**config.mk**
```make
export PLATFORM = sky130hd
export DESIGN_NAME = dsp_aw_channel
export DESIGN_NICKNAME = d
export VERILOG_FILES = /design/src/rtl/dsp_aw_channel_pkg.sv /design/src/rtl/axi_skid_buffer.sv /design/src/rtl/dsp_aw_channel.sv
export SDC_FILE = /design/constraint.sdc
export NUM_CORES = 1
export LEC_CHECK = 0
export BUFFER_PORTS_ARGS = -buffer_cell sky130_fd_sc_hd__buf_4
export CAP_MARGIN = 20
export CORE_UTILIZATION = 35
export CTS_CLUSTER_SIZE = 12
export DETAILED_ROUTE_END_ITERATION = 10
export MAX_ROUTING_LAYER = met4
export SLEW_MARGIN = 20
export SYNTH_ARGS = -nofsm -noshare
export SYNTH_HDL_FRONTEND = slang
export SYNTH_SLANG_ARGS = --single-unit
```
**constraint.sdc**
```tcl
create_clock -name ACLK_i -period 2.8 [get_ports ACLK_i]
set_input_delay 0.14 -clock ACLK_i [delete_from_list [all_inputs] [get_ports ACLK_i]]
set_output_delay 0.14 -clock ACLK_i [all_outputs]
set_load 0.02 [all_outputs]
```
**src/rtl/dsp_aw_channel_pkg.sv**
```systemverilog
// Shared definitions for the write-address dispatcher.
// - Default bus field widths and the packed AW payload layout.
// - Slave-select decode helper that clamps out-of-range indices.
package dsp_aw_channel_pkg;

    localparam int SLV_AMT_DEF           = 2;
    localparam int ADDR_WIDTH_DEF        = 32;
    localparam int TRANS_MST_ID_W_DEF    = 5;
    localparam int TRANS_BURST_W_DEF     = 2;
    localparam int TRANS_DATA_LEN_W_DEF  = 3;
    localparam int TRANS_DATA_SIZE_W_DEF = 3;

    localparam int AW_PAYLOAD_W = TRANS_MST_ID_W_DEF + ADDR_WIDTH_DEF + TRANS_BURST_W_DEF
                                + TRANS_DATA_LEN_W_DEF + TRANS_DATA_SIZE_W_DEF;

    // Field order matches the concatenation used on the slave-side outputs.
    typedef struct packed {
        logic [TRANS_MST_ID_W_DEF-1:0]    id;
        logic [ADDR_WIDTH_DEF-1:0]        addr;
        logic [TRANS_BURST_W_DEF-1:0]     burst;
        logic [TRANS_DATA_LEN_W_DEF-1:0]  len;
        logic [TRANS_DATA_SIZE_W_DEF-1:0] size;
    } aw_payload_t;

    // Address field values past the last slave are routed to the last slave.
    function automatic int slv_decode(input int field, input int slv_amt);
        if (field >= slv_amt) begin
            return slv_amt - 1;
        end else begin
            return field;
        end
    endfunction

endpackage

```
**src/rtl/axi_skid_buffer.sv**
```systemverilog
// Two-entry skid buffer with valid/ready on both sides.
// - in_ready_o is driven purely from the skid-entry flop, so the upstream
//   ready never depends combinationally on out_ready_i.
// - Entries leave in arrival order; full rate when downstream is ready.
// Ports: clk, rst_n (synchronous, active-low), in_valid_i/in_ready_o/in_data_i,
//        out_valid_o/out_ready_i/out_data_o.
module axi_skid_buffer #(
    parameter int DATA_WIDTH = 8
) (
    input  logic                  clk,
    input  logic                  rst_n,
    input  logic                  in_valid_i,
    output logic                  in_ready_o,
    input  logic [DATA_WIDTH-1:0] in_data_i,
    output logic                  out_valid_o,
    input  logic                  out_ready_i,
    output logic [DATA_WIDTH-1:0] out_data_o
);

    logic                  main_valid_q, main_valid_d;
    logic                  skid_valid_q, skid_valid_d;
    logic [DATA_WIDTH-1:0] main_data_q, main_data_d;
    logic [DATA_WIDTH-1:0] skid_data_q, skid_data_d;
    logic                  push_s;
    logic                  pop_s;

    assign in_ready_o  = ~skid_valid_q;
    assign out_valid_o = main_valid_q;
    assign out_data_o  = main_data_q;

    // Next-state for the main/skid entries from the push and pop strobes.
    always_comb begin
        main_valid_d = main_valid_q;
        main_data_d  = main_data_q;
        skid_valid_d = skid_valid_q;
        skid_data_d  = skid_data_q;
        push_s       = in_valid_i & ~skid_valid_q;
        pop_s        = main_valid_q & out_ready_i;
        if (pop_s) begin
            if (skid_valid_q) begin
                // push cannot happen here: in_ready_o is low while skid is valid
                main_data_d  = skid_data_q;
                skid_valid_d = 1'b0;
            end else if (push_s) begin
                main_data_d  = in_data_i;
            end else begin
                main_valid_d = 1'b0;
            end
        end else if (push_s) begin
            if (main_valid_q) begin
                skid_valid_d = 1'b1;
                skid_data_d  = in_data_i;
            end else begin
                main_valid_d = 1'b1;
                main_data_d  = in_data_i;
            end
        end else begin
            main_valid_d = main_valid_q;
        end
    end

    // Entry registers with synchronous active-low reset.
    always_ff @(posedge clk) begin
        if (!rst_n) begin
            main_valid_q <= 1'b0;
            skid_valid_q <= 1'b0;
            main_data_q  <= '0;
            skid_data_q  <= '0;
        end else begin
            main_valid_q <= main_valid_d;
            skid_valid_q <= skid_valid_d;
            main_data_q  <= main_data_d;
            skid_data_q  <= skid_data_d;
        end
    end

endmodule

```
**src/rtl/dsp_aw_channel.sv**
```systemverilog
// Write-address dispatcher.
// - Buffers master AW transfers in a two-entry skid buffer, decodes the target
//   slave from the buffered AWADDR and raises that slave's AWVALID.
// - Each slave-side handshake pulses dsp_AW_shift_en_o with the slave index so
//   the B-order and W-order FIFOs record the routing.
// - New AWs are held back while the B-order FIFO is at the outstanding limit or
//   the W-order FIFO is full; a VALID already raised is held until accepted.
// Ports: ACLK_i/ARESETn_i (sync active-low), m_AW* master side, sa_AW* slave
//        side (payload shared, VALID one-hot), sa_B_outst_ctn_i, dsp_W_full_i,
//        dsp_AW_slv_id_o, dsp_AW_shift_en_o.
module dsp_aw_channel
    import dsp_aw_channel_pkg::*;
#(
    parameter int SLV_AMT           = SLV_AMT_DEF,
    parameter int OUTSTANDING_AMT   = 8,
    parameter int OUTST_CTN_W       = $clog2(OUTSTANDING_AMT) + 1,
    parameter int ADDR_WIDTH        = ADDR_WIDTH_DEF,
    parameter int TRANS_MST_ID_W    = TRANS_MST_ID_W_DEF,
    parameter int TRANS_BURST_W     = TRANS_BURST_W_DEF,
    parameter int TRANS_DATA_LEN_W  = TRANS_DATA_LEN_W_DEF,
    parameter int TRANS_DATA_SIZE_W = TRANS_DATA_SIZE_W_DEF,
    parameter int SLV_ID_W          = $clog2(SLV_AMT),
    parameter int SLV_ID_MSB_IDX    = 30,
    parameter int SLV_ID_LSB_IDX    = 30
) (
    input  logic                         ACLK_i,
    input  logic                         ARESETn_i,
    input  logic [TRANS_MST_ID_W-1:0]    m_AWID_i,
    input  logic [ADDR_WIDTH-1:0]        m_AWADDR_i,
    input  logic [TRANS_BURST_W-1:0]     m_AWBURST_i,
    input  logic [TRANS_DATA_LEN_W-1:0]  m_AWLEN_i,
    input  logic [TRANS_DATA_SIZE_W-1:0] m_AWSIZE_i,
    input  logic                         m_AWVALID_i,
    output logic                         m_AWREADY_o,
    output logic [TRANS_MST_ID_W-1:0]    sa_AWID_o,
    output logic [ADDR_WIDTH-1:0]        sa_AWADDR_o,
    output logic [TRANS_BURST_W-1:0]     sa_AWBURST_o,
    output logic [TRANS_DATA_LEN_W-1:0]  sa_AWLEN_o,
    output logic [TRANS_DATA_SIZE_W-1:0] sa_AWSIZE_o,
    output logic [SLV_AMT-1:0]           sa_AWVALID_o,
    input  logic [SLV_AMT-1:0]           sa_AWREADY_i,
    input  logic [OUTST_CTN_W-1:0]       sa_B_outst_ctn_i,
    input  logic                         dsp_W_full_i,
    output logic [SLV_ID_W-1:0]          dsp_AW_slv_id_o,
    output logic                         dsp_AW_shift_en_o
);

    localparam int PAYLOAD_W = TRANS_MST_ID_W + ADDR_WIDTH + TRANS_BURST_W
                             + TRANS_DATA_LEN_W + TRANS_DATA_SIZE_W;
    localparam int FIELD_W   = SLV_ID_MSB_IDX - SLV_ID_LSB_IDX + 1;

    logic [PAYLOAD_W-1:0] in_data_s;
    logic [PAYLOAD_W-1:0] out_data_s;
    logic                 main_valid_s;
    logic [FIELD_W-1:0]   field_s;
    logic [SLV_ID_W-1:0]  slv_id_s;
    logic                 stall_s;
    logic                 offer_s;
    logic                 handshake_s;
    logic [SLV_AMT-1:0]   sa_valid_s;
    logic                 valid_hold_q, valid_hold_d;

    assign in_data_s = {m_AWID_i, m_AWADDR_i, m_AWBURST_i, m_AWLEN_i, m_AWSIZE_i};

    axi_skid_buffer #(
        .DATA_WIDTH (PAYLOAD_W)
    ) u_skid (
        .clk         (ACLK_i),
        .rst_n       (ARESETn_i),
        .in_valid_i  (m_AWVALID_i),
        .in_ready_o  (m_AWREADY_o),
        .in_data_i   (in_data_s),
        .out_valid_o (main_valid_s),
        .out_ready_i (handshake_s),
        .out_data_o  (out_data_s)
    );

    assign {sa_AWID_o, sa_AWADDR_o, sa_AWBURST_o, sa_AWLEN_o, sa_AWSIZE_o} = out_data_s;

    // Decode, stall gating, VALID hold and one-hot slave VALID.
    always_comb begin
        field_s  = sa_AWADDR_o[SLV_ID_MSB_IDX:SLV_ID_LSB_IDX];
        slv_id_s = SLV_ID_W'(slv_decode(int'(field_s), SLV_AMT));
        stall_s  = (sa_B_outst_ctn_i == OUTST_CTN_W'(OUTSTANDING_AMT)) | dsp_W_full_i;
        // Stall only blocks a rising VALID; reset suppresses everything so no
        // push strobe escapes in a reset cycle.
        offer_s      = ARESETn_i & main_valid_s & (~stall_s | valid_hold_q);
        handshake_s  = offer_s & sa_AWREADY_i[slv_id_s];
        valid_hold_d = offer_s & ~handshake_s;
        sa_valid_s   = '0;
        for (int i = 0; i < SLV_AMT; i++) begin
            if (offer_s && (int'(slv_id_s) == i)) begin
                sa_valid_s[i] = 1'b1;
            end else begin
                sa_valid_s[i] = 1'b0;
            end
        end
    end

    assign sa_AWVALID_o      = sa_valid_s;
    assign dsp_AW_shift_en_o = handshake_s;
    assign dsp_AW_slv_id_o   = slv_id_s;

    // Remembers that VALID was offered but not yet accepted.
    always_ff @(posedge ACLK_i) begin
        if (!ARESETn_i) begin
            valid_hold_q <= 1'b0;
        end else begin
            valid_hold_q <= valid_hold_d;
        end
    end

endmodule

```
==> results of run 1 <==
## metal layers
layer / global-route usage / share of wire
met2: 0.355 / 0.49
met5: - / 0
met1: 0.251 / 0.46
met3: 0.0253 / 0.040
met4: 0.0802 / 0.011
## how the worst max path moves through the flow
stage / startpoint / cells past startpoint / to / slack, ps
final: valid_hold_q / 5 / dsp_AW_shift_en_o / 290
after global routing: valid_hold_q / 5 / dsp_AW_shift_en_o / 150
after global placement: sa_B_outst_ctn_i[1] / 6 / dsp_AW_shift_en_o / 200
after detailed placement: sa_B_outst_ctn_i[1] / 6 / dsp_AW_shift_en_o / 150
after floorplan: u_skid.out_data_o[38] / 7 / u_skid.skid_data_q[0] / 1060
after CTS: valid_hold_q / 5 / dsp_AW_shift_en_o / 280
## state kept, by name, summed over array words and instances, names as in the netlist
name / cells
u_skid.out_data_o: 45
u_skid.skid_data_q: 45
u_skid.out_valid_o: 1
u_skid.skid_valid_q: 1
valid_hold_q: 1
## synth_stat cells (2+ instances only)
| library cell | instances |
|---|---|
| mux2i_1 | 45 |
| o221ai_1 | 26 |
| a21oi_1 | 20 |
| inv_1 | 2 |
| dfxtp_1 | 93 |
| nor2_1 | 131 |
| buf_1 | 4 |
| buf_6 | 2 |
| nand2_1 | 92 |
| buf_2 | 14 |
| a211oi_1 | 45 |
| clkbuf_1 | 45 |
| nand2b_1 | 2 |
| nor3_1 | 45 |
| a2bb2oi_1 | 45 |
| o21ai_0 | 19 |
| buf_12 | 4 |
## critical path, delay by kind of cell (launching register included)
kind,cells,cell delay [ps]
AOI/OAI and AO/OA,1,550
buffers and inverters,2,320
DFF,1,300
and+or+nand+nor,2,850
## kinds of logic (layout without fill, tap and decap cells)
family / Yosys count / count (layout) / synth area share
muxes: 46 / 46 / 0.0928
buffers and inverters: 73 / 134 / 0.0749
AOI/OAI and AO/OA: 159 / 159 / 0.238
and+or+nand+nor: 277 / 277 / 0.223
DFF: 93 / 93 / 0.371
## power groups by stage
stage	combinational (mW)	clock, mW	sequential [mW]
after floorplan	0.474	0	1.60
after global placement	0.816	0	1.54
after detailed placement	0.839	0	1.54
after CTS	0.841	1.29	1.52
after global routing	0.918	1.35	1.53
final	0.838	1.26	1.52
## layout make-up
type / instances / area (um^2)
inverters: 3 / 11.3
multi-input cells: 482 / 2800
flip-flops and latches: 93 / 1860
fillers: 1374 / 7840
clock inverters: 1 / 30.0
well taps: 180 / 225
clock buffers: 13 / 270
repair buffers: 117 / 891
## per-stage QoR
| step | area (um^2) | setup slack, ps | util | cells |
|---|---|---|---|---|
| 2_1_floorplan | 5010 | 1060 | - | 648 |
| 3_3_place_gp | 5790 | 200 | 0.416 | 875 |
| 3_5_place_dp | 5790 | 148 | 0.416 | 875 |
| 4_1_cts | 6090 | 278 | 0.437 | 889 |
| 5_1_grt | 6090 | 147 | 0.437 | 889 |
| 6_report | 6090 | 286 | 0.437 | 889 |
## repair_timing
action                     4_1_cts  5_1_grt
gates resized for setup          1        0
setup endpoints to repair        1        0
buffers inserted                 0        0
==> metrics, run 1 <==
die area 14800 um^2; Slew Limit Headroom 0.389; Avg Cell Area, Syn 7.74 um^2; Avg WL per Cell 16.5 um; Reg2Reg Depth 5; RSZ-0062 raised after global routing false; Die W 122 um; clock power share 0.348; cell-internal power 2.54 mW; initial antenna violation count 0; initial core utilization 0.360; max incr delay on CP 660 ps; critical-path cell list nand2b_1 -> o21ai_4 -> or2_4 -> inv_1 -> buf_4; first-pass GRT wire length 24000 um; Slew @ Worst Pin 916 ps; Vias per Instance 5.59; H-tree depth 3; placer's final routability congestion estimate 0.760; Post-CTS Hold Fix Bufs 0; reg-to-reg endpoint u_skid.skid_data_q[36]; Clock Tree Root clkbuf_16; TritonCTS clock tree done; Comb pwr share 0.232; sequential share of power 0.420; min Tclk post-route 2510 ps; Nets 761; Mapped Cells 648; R2R Setup Slk 620 ps; final setup skew 6.16 ps; hold endpoint u_skid.skid_data_q[35]; die height 122 um; Max Root-Sink Buffers 2; most frequent cells in the layout nor2_1 (131), buf_4 (116), nand2_1 (92), dfxtp_1 (92); commonest non-fill, non-tap cell in the layout nor2_1; CP Capture Type primary output; worst vdd ir 331 uV; Pins Over Slew Limit 0; Seq/Total Area, Yosys 0.371; Yosys cell types 31; Synth area leader dfxtp_1; CP Max Fanout 47; sw power 1.08 mW; Synth area leaders dfxtp_1 (37%), nor2_1 (9.8%), mux2i_1 (9.0%); Hold Slack 68.9 ps; Final TNS setup 0 ps; Final Hold Viols 0; Core Box Area 13900 um^2; # setup viols final 0; total number of vias 4966; Sw Ratio 0.298; total wire length 14700 um; total power per unit cell area 593 nW/um^2; max_cap viols 0; io pins 105; GRT Overall Usage 0.209; Worst-Skew Late Latency 340 ps; CP max-delay cell or2_4; Peak Freq 398 MHz; Leak 2.48 nW; crit path launch type register; WHS Path Cells 3; share of cells above drive strength 1 0.196; worst setup path category register to primary output; status complete, no violations; row cnt 43; Worst-path clk slew 60 ps; commonest register cell after synthesis dfxtp_1; arrival time worst endpoint 2370 ps; Async SR Flop Fraction 0; dpl hpwl 9120 um; vias in the first global route 5011; worst min-delay path class primary input to register; synthesis-stage register bit count 93; pin count of the biggest net entering global routing 50; CTS sink cnt 93; WP data required 2660 ps; synthesized net count 703; DRT iter0 DRCs 337; # DRC 0; total grt overflow 0; Syn Std Cell Area 5010 um^2; First-pass DRT Iterations 4; YS warnings 0; fin crit share 0.898; ANT cells 0; reg2reg start valid_hold_q; final antenna-violating net count 0; Area growth, synth to finish 21.6%; total power draw 3.61 mW; number of synthesized flops with an enable pin 0; Hold Startpoint m_AWADDR_i[27]; total CTS buffers 9; Yosys top cell area share 0.371; port bufs 104
No activity file was read; power rests on OpenSTA's default activity.
==> run 2, diff against run 1 <==
--- a/config.mk
+++ b/config.mk
@@ -7,10 +7,11 @@
 export LEC_CHECK = 0
 export BUFFER_PORTS_ARGS = -buffer_cell sky130_fd_sc_hd__buf_4
 export CAP_MARGIN = 20
-export CORE_UTILIZATION = 35
+export CORE_UTILIZATION = 50
 export CTS_CLUSTER_SIZE = 12
 export DETAILED_ROUTE_END_ITERATION = 10
 export MAX_ROUTING_LAYER = met4
+export PLACE_DENSITY = 0.77
 export SLEW_MARGIN = 20
 export SYNTH_ARGS = -nofsm -noshare
 export SYNTH_HDL_FRONTEND = slang
==> constraint.sdc (replaced) <==
create_clock -name ACLK_i -period 2 [get_ports ACLK_i]
set_input_delay 0.1 -clock ACLK_i [delete_from_list [all_inputs] [get_ports ACLK_i]]
set_output_delay 0.1 -clock ACLK_i [all_outputs]
set_load 0.02 [all_outputs]
==> run 2 against run 1 <==
The run now ends with hold timing left; critical path depth rose by 1; critical endpoint unchanged; cell count down 2.1%; clock skew grew 7.1 ps; via count increased by 4.2%; power grew 28%; non-clock buffer count up 26; setup slack lost 230 ps; wire length decreased by 4.7%; worst hold slack worse by 70 ps.
==> metrics, run 2 (synthesized netlist as in run 1, its figures left out) <==
status finished, violations left; failing checks hold timing; top routing layer in use met4; Die W 102 um; total power per unit cell area 747 nW/um^2; pin count of the biggest net entering global routing 50; vias in the first global route 4740; port bufs 104; commonest non-fill, non-tap cell in the layout nor2_1; Nets 787; crit path launch type register; critical-path cell list mux2_4 -> o21ai_4 -> or2_2 -> buf_4 -> inv_1 -> buf_4; ANT cells 0; Leak 2.56 nW; final setup skew 13.2 ps; Vias per Instance 5.95; min Tclk post-route 1940 ps; H-tree depth 3; total number of vias 5174; Area growth, synth to finish 23.5%; Pins Over Slew Limit 0; GRT Overall Usage 0.281; max_cap viols 0; # Post-CTS Setup Buffers 0; Hold Slack -1.14 ps; most frequent cells in the layout nor2_1 (131), buf_4 (122), nand2_1 (92), dfxtp_1 (91); metal1 wirelength 6000 um; Max Root-Sink Buffers 2; total wire length 14000 um; Non-Filler Instances 870; die height 102 um; Clock Tree Root clkbuf_8; Worst-Skew Late Latency 370 ps; io pins 105; worst min-delay path class primary input to register; DRT iter0 DRCs 267; initial antenna violation count 0; arrival time worst endpoint 1840 ps; wire length on met2 6880 um; pre-CTS setup slack 254 ps; initial core utilization 0.515; CP Capture Type primary output; placer's final routability congestion estimate 0.779; Avg WL per Cell 16.1 um; CTS sink cnt 93; post-route setup slack 60.5 ps; dpl hpwl 8790 um; Core Box Area 9730 um^2; TritonCTS clock tree done; fin crit share 0.970; worst vdd ir 364 uV; Peak Freq 516 MHz; total grt overflow 0; CP max-delay cell dfxtp_1; RSZ-0062 raised after global routing false; # setup viols final 0; Slew @ Worst Pin 591 ps; Worst-path clk slew 90 ps; worst setup path category register to primary output; Met3 Wirelength 906 um; first-pass GRT wire length 22300 um; most used cell, CP buf_4; total power draw 4.63 mW; share of cells above drive strength 1 0.202; final antenna-violating net count 0; die area 10400 um^2; First-pass DRT Iterations 5; Final Hold Viols 1; Final TNS setup 0 ps; dpl cells 837; CP Max Fanout 16; row cnt 36; WP data required 1900 ps; max incr delay on CP 350 ps; # DRC 0; total CTS buffers 9; Slew Limit Headroom 0.606
## run 2: worst max-delay path: cells and delay by family (launching register included)
kind | cells | cell delay (ps)
compound gates | 1 | 90
buf+inv | 3 | 490
flops | 1 | 350
mux | 1 | 320
simple gates | 1 | 210
## run 2: path summary, 6_finish.rpt
check | from | end | slack, ps | depth (start not counted)
max | u_skid.out_data_o[38] | dsp_AW_shift_en_o | 60 | 6
min | m_AWADDR_i[28] | u_skid.skid_data_q[36] | -1 | 3
max reg2reg | u_skid.skid_valid_q | u_skid.out_data_o[25] | 210 | 3
min reg2reg | u_skid.skid_data_q[17] | u_skid.skid_data_q[17] | 460 | 2
## run 2: layer usage
layer  GRT usage  vias up
met4       0.125        0
met1       0.338     2509
met5           -        -
li1            -     2461
met3      0.0390       26
met2       0.466      178
## run 2: where the power goes
part	total, mW	leakage, nW	switching, mW	internal, mW
sequential	2.12	0.764	0.122	2.00
combinational	1.22	1.70	0.689	0.533
clock	1.29	0.0980	0.669	0.618
total	4.63	2.56	1.48	3.15
## run 2: cell type report
cell class / instances / area, um^2
repair buffers: 143 / 1160
clock buffers: 13 / 149
fillers: 832 / 3540
inverters: 3 / 11.3
clock inverters: 3 / 43.8
multi-input cells: 482 / 2800
well taps: 133 / 166
flip-flops and latches: 93 / 1860
## run 2: repair_timing
item,CTS,global route
gates resized for setup,0,2
hold buffers,15,2
setup endpoints to repair,0,3
hold endpoints to repair,15,2
## run 2: per-stage QoR
stage,util,instance area (um^2)
floorplan,-,5010
global placement,0.599,5830
detailed placement,0.599,5830
global route,0.637,6190
finish,0.637,6190
CTS,0.634,6170
